File: config.mk
export PLATFORM = sky130hd
export DESIGN_NAME = fetch_decode_queue_flat
export DESIGN_NICKNAME = d
export VERILOG_FILES = /design/src/rtl/fetch_decode_queue_if.sv /design/src/rtl/fetch_decode_queue.sv /design/src/flat_wrapper.sv
export SDC_FILE = /design/constraint.sdc
export NUM_CORES = 1
export LEC_CHECK = 0
export BUFFER_PORTS_ARGS = -buffer_cell sky130_fd_sc_hd__buf_2
export CAP_MARGIN = 5
export CORE_MARGIN = 1.5
export CORE_UTILIZATION = 32
export CTS_BUF_LIST = sky130_fd_sc_hd__clkbuf_8
export CTS_CLUSTER_DIAMETER = 150
export DETAILED_ROUTE_END_ITERATION = 16
export GPL_TIMING_DRIVEN = 0
export PLACE_DENSITY_LB_ADDON = 0.08
export SYNTH_ARGS = -nofsm -noshare
export SYNTH_HDL_FRONTEND = slang
export SYNTH_SLANG_ARGS = --single-unit
File: constraint.sdc
create_clock -name i_aclk -period 7.5 [get_ports i_aclk]
set_clock_uncertainty 0.15 [all_clocks]
set_input_delay 1.875 -clock i_aclk [delete_from_list [all_inputs] [get_ports i_aclk]]
set_output_delay 1.875 -clock i_aclk [all_outputs]
set_load 0.005 [all_outputs]
File: src/rtl/fetch_decode_queue_if.sv
// Handshake bundle between instr_fetch, the fetch/decode queue and decode.
// The slave modport is the queue's view; the master modport is the
// surrounding pipeline (fetch + decode) view.
interface fetch_decode_queue_if #(
  parameter int ADDR_SIZE = 32,
  parameter int INST_SIZE = 32,
  parameter int DEPTH     = 4
);
  localparam int CW = $clog2(DEPTH) + 1;

  // fetch -> queue
  logic [INST_SIZE-1:0] i_instruction;
  logic [ADDR_SIZE-1:0] i_pc;
  logic [ADDR_SIZE-1:0] i_pcplus4;
  logic                 i_instr_valid;
  logic                 i_flush;
  logic                 o_fetch_en;

  // queue -> decode
  logic [INST_SIZE-1:0] o_instruction;
  logic [ADDR_SIZE-1:0] o_pc;
  logic [ADDR_SIZE-1:0] o_pcplus4;
  logic                 o_valid;
  logic                 i_dec_ready;

  // status
  logic [CW-1:0]        o_count;
  logic                 o_overflow;

  modport master (
    output i_instruction, i_pc, i_pcplus4, i_instr_valid, i_flush, i_dec_ready,
    input  o_fetch_en, o_instruction, o_pc, o_pcplus4, o_valid, o_count, o_overflow
  );

  modport slave (
    input  i_instruction, i_pc, i_pcplus4, i_instr_valid, i_flush, i_dec_ready,
    output o_fetch_en, o_instruction, o_pc, o_pcplus4, o_valid, o_count, o_overflow
  );
endinterface

File: src/rtl/fetch_decode_queue.sv
// First-word-fall-through instruction queue between instr_fetch and decode.
// Buffers {instruction, pc, pcplus4}, throttles fetch so one in-flight cache
// response always has a slot, and drops everything on a branch redirect.
module fetch_decode_queue #(
  parameter int ADDR_SIZE = 32,
  parameter int INST_SIZE = 32,
  parameter int DEPTH     = 4,
  parameter int SLACK     = 1
) (
  input  logic                 i_aclk,
  input  logic                 i_reset,
  fetch_decode_queue_if.slave  bus
);

  localparam int PW     = $clog2(DEPTH);
  localparam int CW     = PW + 1;
  localparam int THRESH = DEPTH - 1 - SLACK;

  localparam logic [CW-1:0] DEPTH_C  = CW'(DEPTH);
  localparam logic [CW-1:0] THRESH_C = CW'(THRESH);

  typedef struct packed {
    logic [INST_SIZE-1:0] instr;
    logic [ADDR_SIZE-1:0] pc;
    logic [ADDR_SIZE-1:0] pcplus4;
  } entry_t;

  entry_t        mem [DEPTH];
  logic [PW-1:0] rd_ptr;
  logic [PW-1:0] wr_ptr;
  logic [CW-1:0] cnt;
  logic [CW-1:0] cnt_nxt;
  logic          overflow_q;
  logic          fetch_en_q;
  logic          full;
  logic          pop;
  logic          push;
  logic          drop;

  // Handshake decode and next occupancy; a flush wins over push and pop.
  // NOTE: every always_comb output gets a default first so no path can leave it unassigned and infer a latch.
  always_comb begin
    full    = (cnt == DEPTH_C);
    pop     = (cnt != '0) & bus.i_dec_ready;
    push    = bus.i_instr_valid & ~bus.i_flush & (~full | pop);
    drop    = bus.i_instr_valid & ~bus.i_flush & full & ~pop;
    cnt_nxt = cnt;
    if (bus.i_flush) begin
      cnt_nxt = '0;
    end else if (push && !pop) begin
      cnt_nxt = cnt + CW'(1);
    end else if (pop && !push) begin
      cnt_nxt = cnt - CW'(1);
    end
  end

  // Control state: pointers, occupancy, sticky overflow and registered fetch enable.
  // NOTE: state registers use non-blocking assignments so every flop samples pre-edge values.
  always_ff @(posedge i_aclk) begin
    if (i_reset) begin
      rd_ptr     <= '0;
      wr_ptr     <= '0;
      cnt        <= '0;
      overflow_q <= 1'b0;
      fetch_en_q <= 1'b0;
    end else begin
      cnt        <= cnt_nxt;
      fetch_en_q <= (cnt_nxt <= THRESH_C);
      if (bus.i_flush) begin
        rd_ptr <= wr_ptr;
      end else begin
        if (push) wr_ptr <= wr_ptr + PW'(1);
        if (pop)  rd_ptr <= rd_ptr + PW'(1);
      end
      if (drop) overflow_q <= 1'b1;
    end
  end

  // Entry storage write port.
  // NOTE: the entry array is deliberately not reset; o_valid masks stale contents and it maps to plain RAM.
  always_ff @(posedge i_aclk) begin
    if (push && !i_reset) begin
      mem[wr_ptr] <= '{instr: bus.i_instruction, pc: bus.i_pc, pcplus4: bus.i_pcplus4};
    end
  end

  assign bus.o_instruction = mem[rd_ptr].instr;
  assign bus.o_pc          = mem[rd_ptr].pc;
  assign bus.o_pcplus4     = mem[rd_ptr].pcplus4;
  assign bus.o_valid       = (cnt != '0);
  assign bus.o_count       = cnt;
  assign bus.o_overflow    = overflow_q;
  assign bus.o_fetch_en    = fetch_en_q;

endmodule

File: src/flat_wrapper.sv
// flat-port wrapper written by rule: the top's interface ports become plain ports
module fetch_decode_queue_flat 
#(
  parameter int ADDR_SIZE = 32,
  parameter int INST_SIZE = 32,
  parameter int DEPTH     = 4,
  parameter int SLACK     = 1
)
  (i_aclk, i_reset, bus_i_instruction, bus_i_pc, bus_i_pcplus4, bus_i_instr_valid, bus_i_flush, bus_i_dec_ready, bus_o_fetch_en, bus_o_instruction, bus_o_pc, bus_o_pcplus4, bus_o_valid, bus_o_count, bus_o_overflow);
  fetch_decode_queue_if #(.ADDR_SIZE(ADDR_SIZE), .INST_SIZE(INST_SIZE), .DEPTH(DEPTH)) bus_i ();
  input  logic i_aclk;
  input  logic i_reset;
  input wire logic [$bits(bus_i.i_instruction)-1:0] bus_i_instruction;
  input wire logic [$bits(bus_i.i_pc)-1:0] bus_i_pc;
  input wire logic [$bits(bus_i.i_pcplus4)-1:0] bus_i_pcplus4;
  input wire logic [$bits(bus_i.i_instr_valid)-1:0] bus_i_instr_valid;
  input wire logic [$bits(bus_i.i_flush)-1:0] bus_i_flush;
  input wire logic [$bits(bus_i.i_dec_ready)-1:0] bus_i_dec_ready;
  output wire logic [$bits(bus_i.o_fetch_en)-1:0] bus_o_fetch_en;
  output wire logic [$bits(bus_i.o_instruction)-1:0] bus_o_instruction;
  output wire logic [$bits(bus_i.o_pc)-1:0] bus_o_pc;
  output wire logic [$bits(bus_i.o_pcplus4)-1:0] bus_o_pcplus4;
  output wire logic [$bits(bus_i.o_valid)-1:0] bus_o_valid;
  output wire logic [$bits(bus_i.o_count)-1:0] bus_o_count;
  output wire logic [$bits(bus_i.o_overflow)-1:0] bus_o_overflow;
  assign bus_i.i_instruction = bus_i_instruction;
  assign bus_i.i_pc = bus_i_pc;
  assign bus_i.i_pcplus4 = bus_i_pcplus4;
  assign bus_i.i_instr_valid = bus_i_instr_valid;
  assign bus_i.i_flush = bus_i_flush;
  assign bus_i.i_dec_ready = bus_i_dec_ready;
  assign bus_o_fetch_en = bus_i.o_fetch_en;
  assign bus_o_instruction = bus_i.o_instruction;
  assign bus_o_pc = bus_i.o_pc;
  assign bus_o_pcplus4 = bus_i.o_pcplus4;
  assign bus_o_valid = bus_i.o_valid;
  assign bus_o_count = bus_i.o_count;
  assign bus_o_overflow = bus_i.o_overflow;
  fetch_decode_queue #(.ADDR_SIZE(ADDR_SIZE), .INST_SIZE(INST_SIZE), .DEPTH(DEPTH), .SLACK(SLACK)) u_core (.i_aclk(i_aclk), .i_reset(i_reset), .bus(bus_i));
endmodule
==> out/metrics.sh <==
RUN_STATUS='finished, final reports clean'
GRT_FIRST_PASS_WIRELENGTH_UM=45600
TIMING_WORST_SLEW_PIN_VALUE_PS=831
FLOORPLAN.DIE.HEIGHT_UM=216
NETLIST.TOP_CELL.BY_AREA='sky130_fd_sc_hd__edfxtp_1'
SYN2LAYOUT_AREA_GROWTH_PCT=22.1
CTS-ROOT-BUF='sky130_fd_sc_hd__clkbuf_8'
CTS.CLK_SLEW.WORST_PATHS_PS=60
NFILLCELLS=4079
WORSTPATHBUFFERINVERTERCOUNT=4
DESIGN.FINAL.NETS=971
IO_BUFFER_COUNT=200
FINAL-SETUP-VIOL-COUNT=0
POST_SYNTH_MOST_FREQUENT_CELLS='sky130_fd_sc_hd__edfxtp_1 (384), sky130_fd_sc_hd__mux4_2 (96), sky130_fd_sc_hd__buf_2 (13), sky130_fd_sc_hd__dfxtp_1 (11), sky130_fd_sc_hd__nor2_1 (9)'
POWER.INTERNAL_mW=3.66
PLACEMENTROWS=78
POST-LAYOUT-TOTAL-POWER_mW=4.63
DRT_PASS1_ITERATIONS=4
INITIAL_UTILIZATION=0.323
SYNTHESIS.INSTANCES=589
PERIOD_NEEDED_PS=4590
YOSYSUNIQUECELLTYPES=35
SLEW_HEADROOM=0.446
NUMBER_OF_GLOBAL_ROUTE_VIAS_BEFORE_REPAIR=7809
CTS-RESIZED-GATES=0
CORE_AREA_MM2=0.0452
WORST_SKEW_PAIR.LATE_LATENCY_PS=610
FINAL-HOLD-VIOLATION-COUNT=0
DETAILED_PLACE_HPWL_UM=18600
MAXIMUM_FREQUENCY_FROM_STATIC_TIMING_ANALYSIS_MHz=218
CTS-HOLD-FIX-BUFFERS=0
POST_ROUTE_CELLS_DRIVE_ABOVE_1_SHARE=0.458
SETUP_REPAIR_AFTER_GLOBAL_ROUTING_MISSED_ITS_MARGIN='no'
CTS-ROOT-TO-SINK-BUFFERS=3
CRITICAL_PATH.REG2REG.STARTPOINT='u_core.bus.o_count[0]'
TRITONCTS='yes'
VDD_DROP_MAX_uV=141
SUM_OF_NEGATIVE_SETUP_SLACK_PS=0
SETUP_WS_PS=2910
ROUTED_VIA_DENSITY=4.60
CLOCK-SINKS=395
SYNTH.YOSYS.SEQ_AREA_SHARE=0.806
GROUTE.USAGE.OVERALL=0.133
FP.DIEW_UM=216
CTS_MADE_BUFFERS=66
HOLD_PATH_DEPTH=2
WORST-ENDPOINT-REQUIRED_PS=5480
AVERAGE_WIRE_PER_CELL_IN_THE_ROUTED_DESIGN_UM=20.1
GRT_ANTENNA_BEFORE_REPAIR=6
CRITICAL_PATH_PEAK_FANOUT=10
PATH_COMMON_CELL='sky130_fd_sc_hd__buf_2'
DRC_ERRORS=0
WORST_HOLD_PATH.ENDPOINT='u_core.wr_ptr[1]'
ANTENNA_LEFT=0
SETUP.WORST_PATH.START_CLASS='flip-flop'
POWER.LEAKAGE_nW=5.97
COMBINATIONALPOWERSHARE=0.064
PLACE_AREA_MM2=0.0165
REGAREA_MM2=0.0118
SYNTH-WARNING-COUNT=0
SYNTH_ENABLE_FLOP_CELLS=384
SYNTH_AREA_MM2=0.0146
SETUP.WORST_PATH.CLASS='flip-flop to output pin'
CP_DATA_ARRIVAL_TIME_PS=2570
MAPPEDNETLISTNETS=697
RRSETUPSLACK_PS=4430
SYNTHARSTFLOPSHARE=0
MAX_STAGE_DELAY_PS=410
SYN_AREA_CELL_UM2=24.8
MIN_PATH_TYPE='flip-flop to flip-flop'
POWER.CLOCK.FRACTION=0.404
POWER_FRAC_SEQ=0.532
IO_PINS=203
WIRELENGTH_UM=30400
CRIT_PATH_CELL_TRACE='clkbuf_1, buf_2, buf_2, mux4_2, buf_2'
CRIT-REG2REG-CAPTURE='u_core.mem[2][89]'
YS.FLOP_TYPE='sky130_fd_sc_hd__edfxtp_1'
PLACE_WS_PS=3110
TOP_CELL_TYPE_S_SHARE_OF_SYNTHESIZED_AREA=0.791
POWER.DENSITY_CELL_AREA_mW_PER_MM2=260
YS_SEQ_ELEMENTS=395
DESIGN.DIE.AREA_MM2=0.0468
SYNTHMOSTINSTANTIATEDCELL='sky130_fd_sc_hd__edfxtp_1'
CRITICAL-PATH-SLOWEST-CELL='sky130_fd_sc_hd__buf_2'
P_SWITCHING_mW=0.972
PLACER_S_FINAL_ROUTABILITY_CONGESTION_ESTIMATE=0.750
DETAILROUTE.VIA_COUNT=6949
NETLIST_TOP_CELLS_AREA='sky130_fd_sc_hd__edfxtp_1 (79%), sky130_fd_sc_hd__mux4_2 (15%), sky130_fd_sc_hd__dfxtp_1 (1.5%)'
FINAL_MIN_PERIOD_OVER_CLOCK_PERIOD=0.612
GRT.OVERFLOW.TOTAL=0
LARGEST_NET_DEGREE_AT_THE_START_OF_GLOBAL_ROUTING=53
FINALINSTANCEAREA_MM2=0.0178
MULTI_INPUT_AREA_MM2=0.00265
DRTITER0DRC=398
CRITICAL-PATH-TOP-DELAY-FAMILY='buffers and inverters'
SWITCHING_SHARE=0.210
KIND_OF_END_POINT_OF_THE_CRITICAL_PATH='output pin'
CTS_HTREE_LEVELS=3
POST_CTS_BUFFERS=0
MAXSLEWVIOLCOUNT=0
DRV_CAP=0
WORST-R2R-CELL-COUNT=8
MIN-DELAY-START='u_core.wr_ptr[1]'
flip-flops by register name, indices dropped and copies added (netlist names), named ones only:
register and flops:
u_core.bus.o_count 3, u_core.bus.o_overflow 1, u_core.rd_ptr 2, u_core.mem 384
u_core.bus.o_fetch_en 1, u_core.wr_ptr 2
how the worst max path moves through the flow:
| stage | start | end | slack, ps | cells after the start |
|---|---|---|---|---|
| 2_1_floorplan | bus_i_flush | u_core.mem[0][0] | 2120 | 6 |
| 3_3_place_gp | bus_i_dec_ready | u_core.mem[1][38] | 80 | 7 |
| 3_5_place_dp | bus_i_dec_ready | u_core.mem[2][38] | 3110 | 8 |
| 4_1_cts | flip-flop | bus_o_pc[20] | 2720 | 5 |
| 5_1_grt | flip-flop | bus_o_pc[22] | 2690 | 5 |
| 6_report | flip-flop | bus_o_pc[20] | 2910 | 5 |
cell usage in the layout (no fill, tap or decap), types with 2 or more instances in the layout:
master / count
sky130_fd_sc_hd__clkinv_1: 16
sky130_fd_sc_hd__clkbuf_1: 7
sky130_fd_sc_hd__buf_16: 6
sky130_fd_sc_hd__clkbuf_8: 69
sky130_fd_sc_hd__mux4_2: 96
sky130_fd_sc_hd__and2_4: 4
sky130_fd_sc_hd__edfxtp_1: 384
sky130_fd_sc_hd__nor3_1: 2
sky130_fd_sc_hd__nor2b_2: 2
sky130_fd_sc_hd__ha_1: 7
sky130_fd_sc_hd__clkinvlp_4: 2
sky130_fd_sc_hd__nor3b_2: 2
sky130_fd_sc_hd__o21ai_1: 2
sky130_fd_sc_hd__xnor2_1: 4
sky130_fd_sc_hd__nor2_1: 9
sky130_fd_sc_hd__a211oi_1: 4
sky130_fd_sc_hd__nand3_1: 4
sky130_fd_sc_hd__dfxtp_1: 11
sky130_fd_sc_hd__diode_2: 2
sky130_fd_sc_hd__a31oi_1: 2
sky130_fd_sc_hd__nand3b_1: 2
sky130_fd_sc_hd__buf_6: 7
sky130_fd_sc_hd__buf_2: 213
sky130_fd_sc_hd__nor3b_1: 2
sky130_fd_sc_hd__inv_1: 20
sky130_fd_sc_hd__bufinv_16: 6
sky130_fd_sc_hd__clkinv_2: 5
sky130_fd_sc_hd__o21ai_0: 3
sky130_fd_sc_hd__nand2_1: 5
power groups by stage:
stage,registers (mW),logic [mW],clock network [mW]
final,2.46,0.297,1.87
after global routing,2.46,0.326,2.04
after CTS,2.46,0.308,1.95
after detailed placement,2.51,0.307,0
after global placement,2.51,0.292,0
after floorplan,2.51,0.159,0
cells by family (layout without fill, tap and decap cells):
family          count (synthesis)  count (layout)  share of synthesized area
buf+inv                        32             352                     0.0132
mux                            97              97                      0.149
xor+xnor                        4               4                    0.00240
compound gates                 16              16                    0.00755
other cells                     0               2                          0
flops                         395             395                      0.806
fa+ha+maj                       7               7                    0.00601
simple gates                   38              38                     0.0158
worst register-to-register path, stage by stage, from the launching register on:
cell,delay [ps]
sky130_fd_sc_hd__dfxtp_1,470
sky130_fd_sc_hd__inv_1,150
sky130_fd_sc_hd__ha_1,220
sky130_fd_sc_hd__buf_4,160
sky130_fd_sc_hd__nand2_1,90
sky130_fd_sc_hd__nand2_1,110
sky130_fd_sc_hd__nor2_1,250
sky130_fd_sc_hd__and2_4,710
sky130_fd_sc_hd__buf_16,380
per-layer routing:
layer,vias to the layer above,global-route usage,routed length [um]
li1,3067,-,-
met1,3612,0.143,11500
met2,194,0.233,16000
met3,64,0.0488,2220
met4,12,0.0595,678
met5,-,0,69
final cells by class:
cell class | count | share of cell area
multi-input combinational | 162 | 0.149
inverter | 4 | 0.000843
clock buffer | 69 | 0.0533
clock inverter | 45 | 0.0191
timing repair buffer | 206 | 0.0655
buffer | 28 | 0.00998
tap | 600 | 0.0422
sequential | 395 | 0.660
antenna | 2 | 0.000281
through the flow:
stage | utilization | cells | hold slack, ps
finish | 0.394 | 1511 | 352
floorplan | - | 589 | 311
CTS | 0.394 | 1509 | 351
global route | 0.394 | 1509 | 380
global placement | 0.361 | 1389 | 314
detailed placement | 0.365 | 1395 | 320
Power figures use the tool's default switching activity.
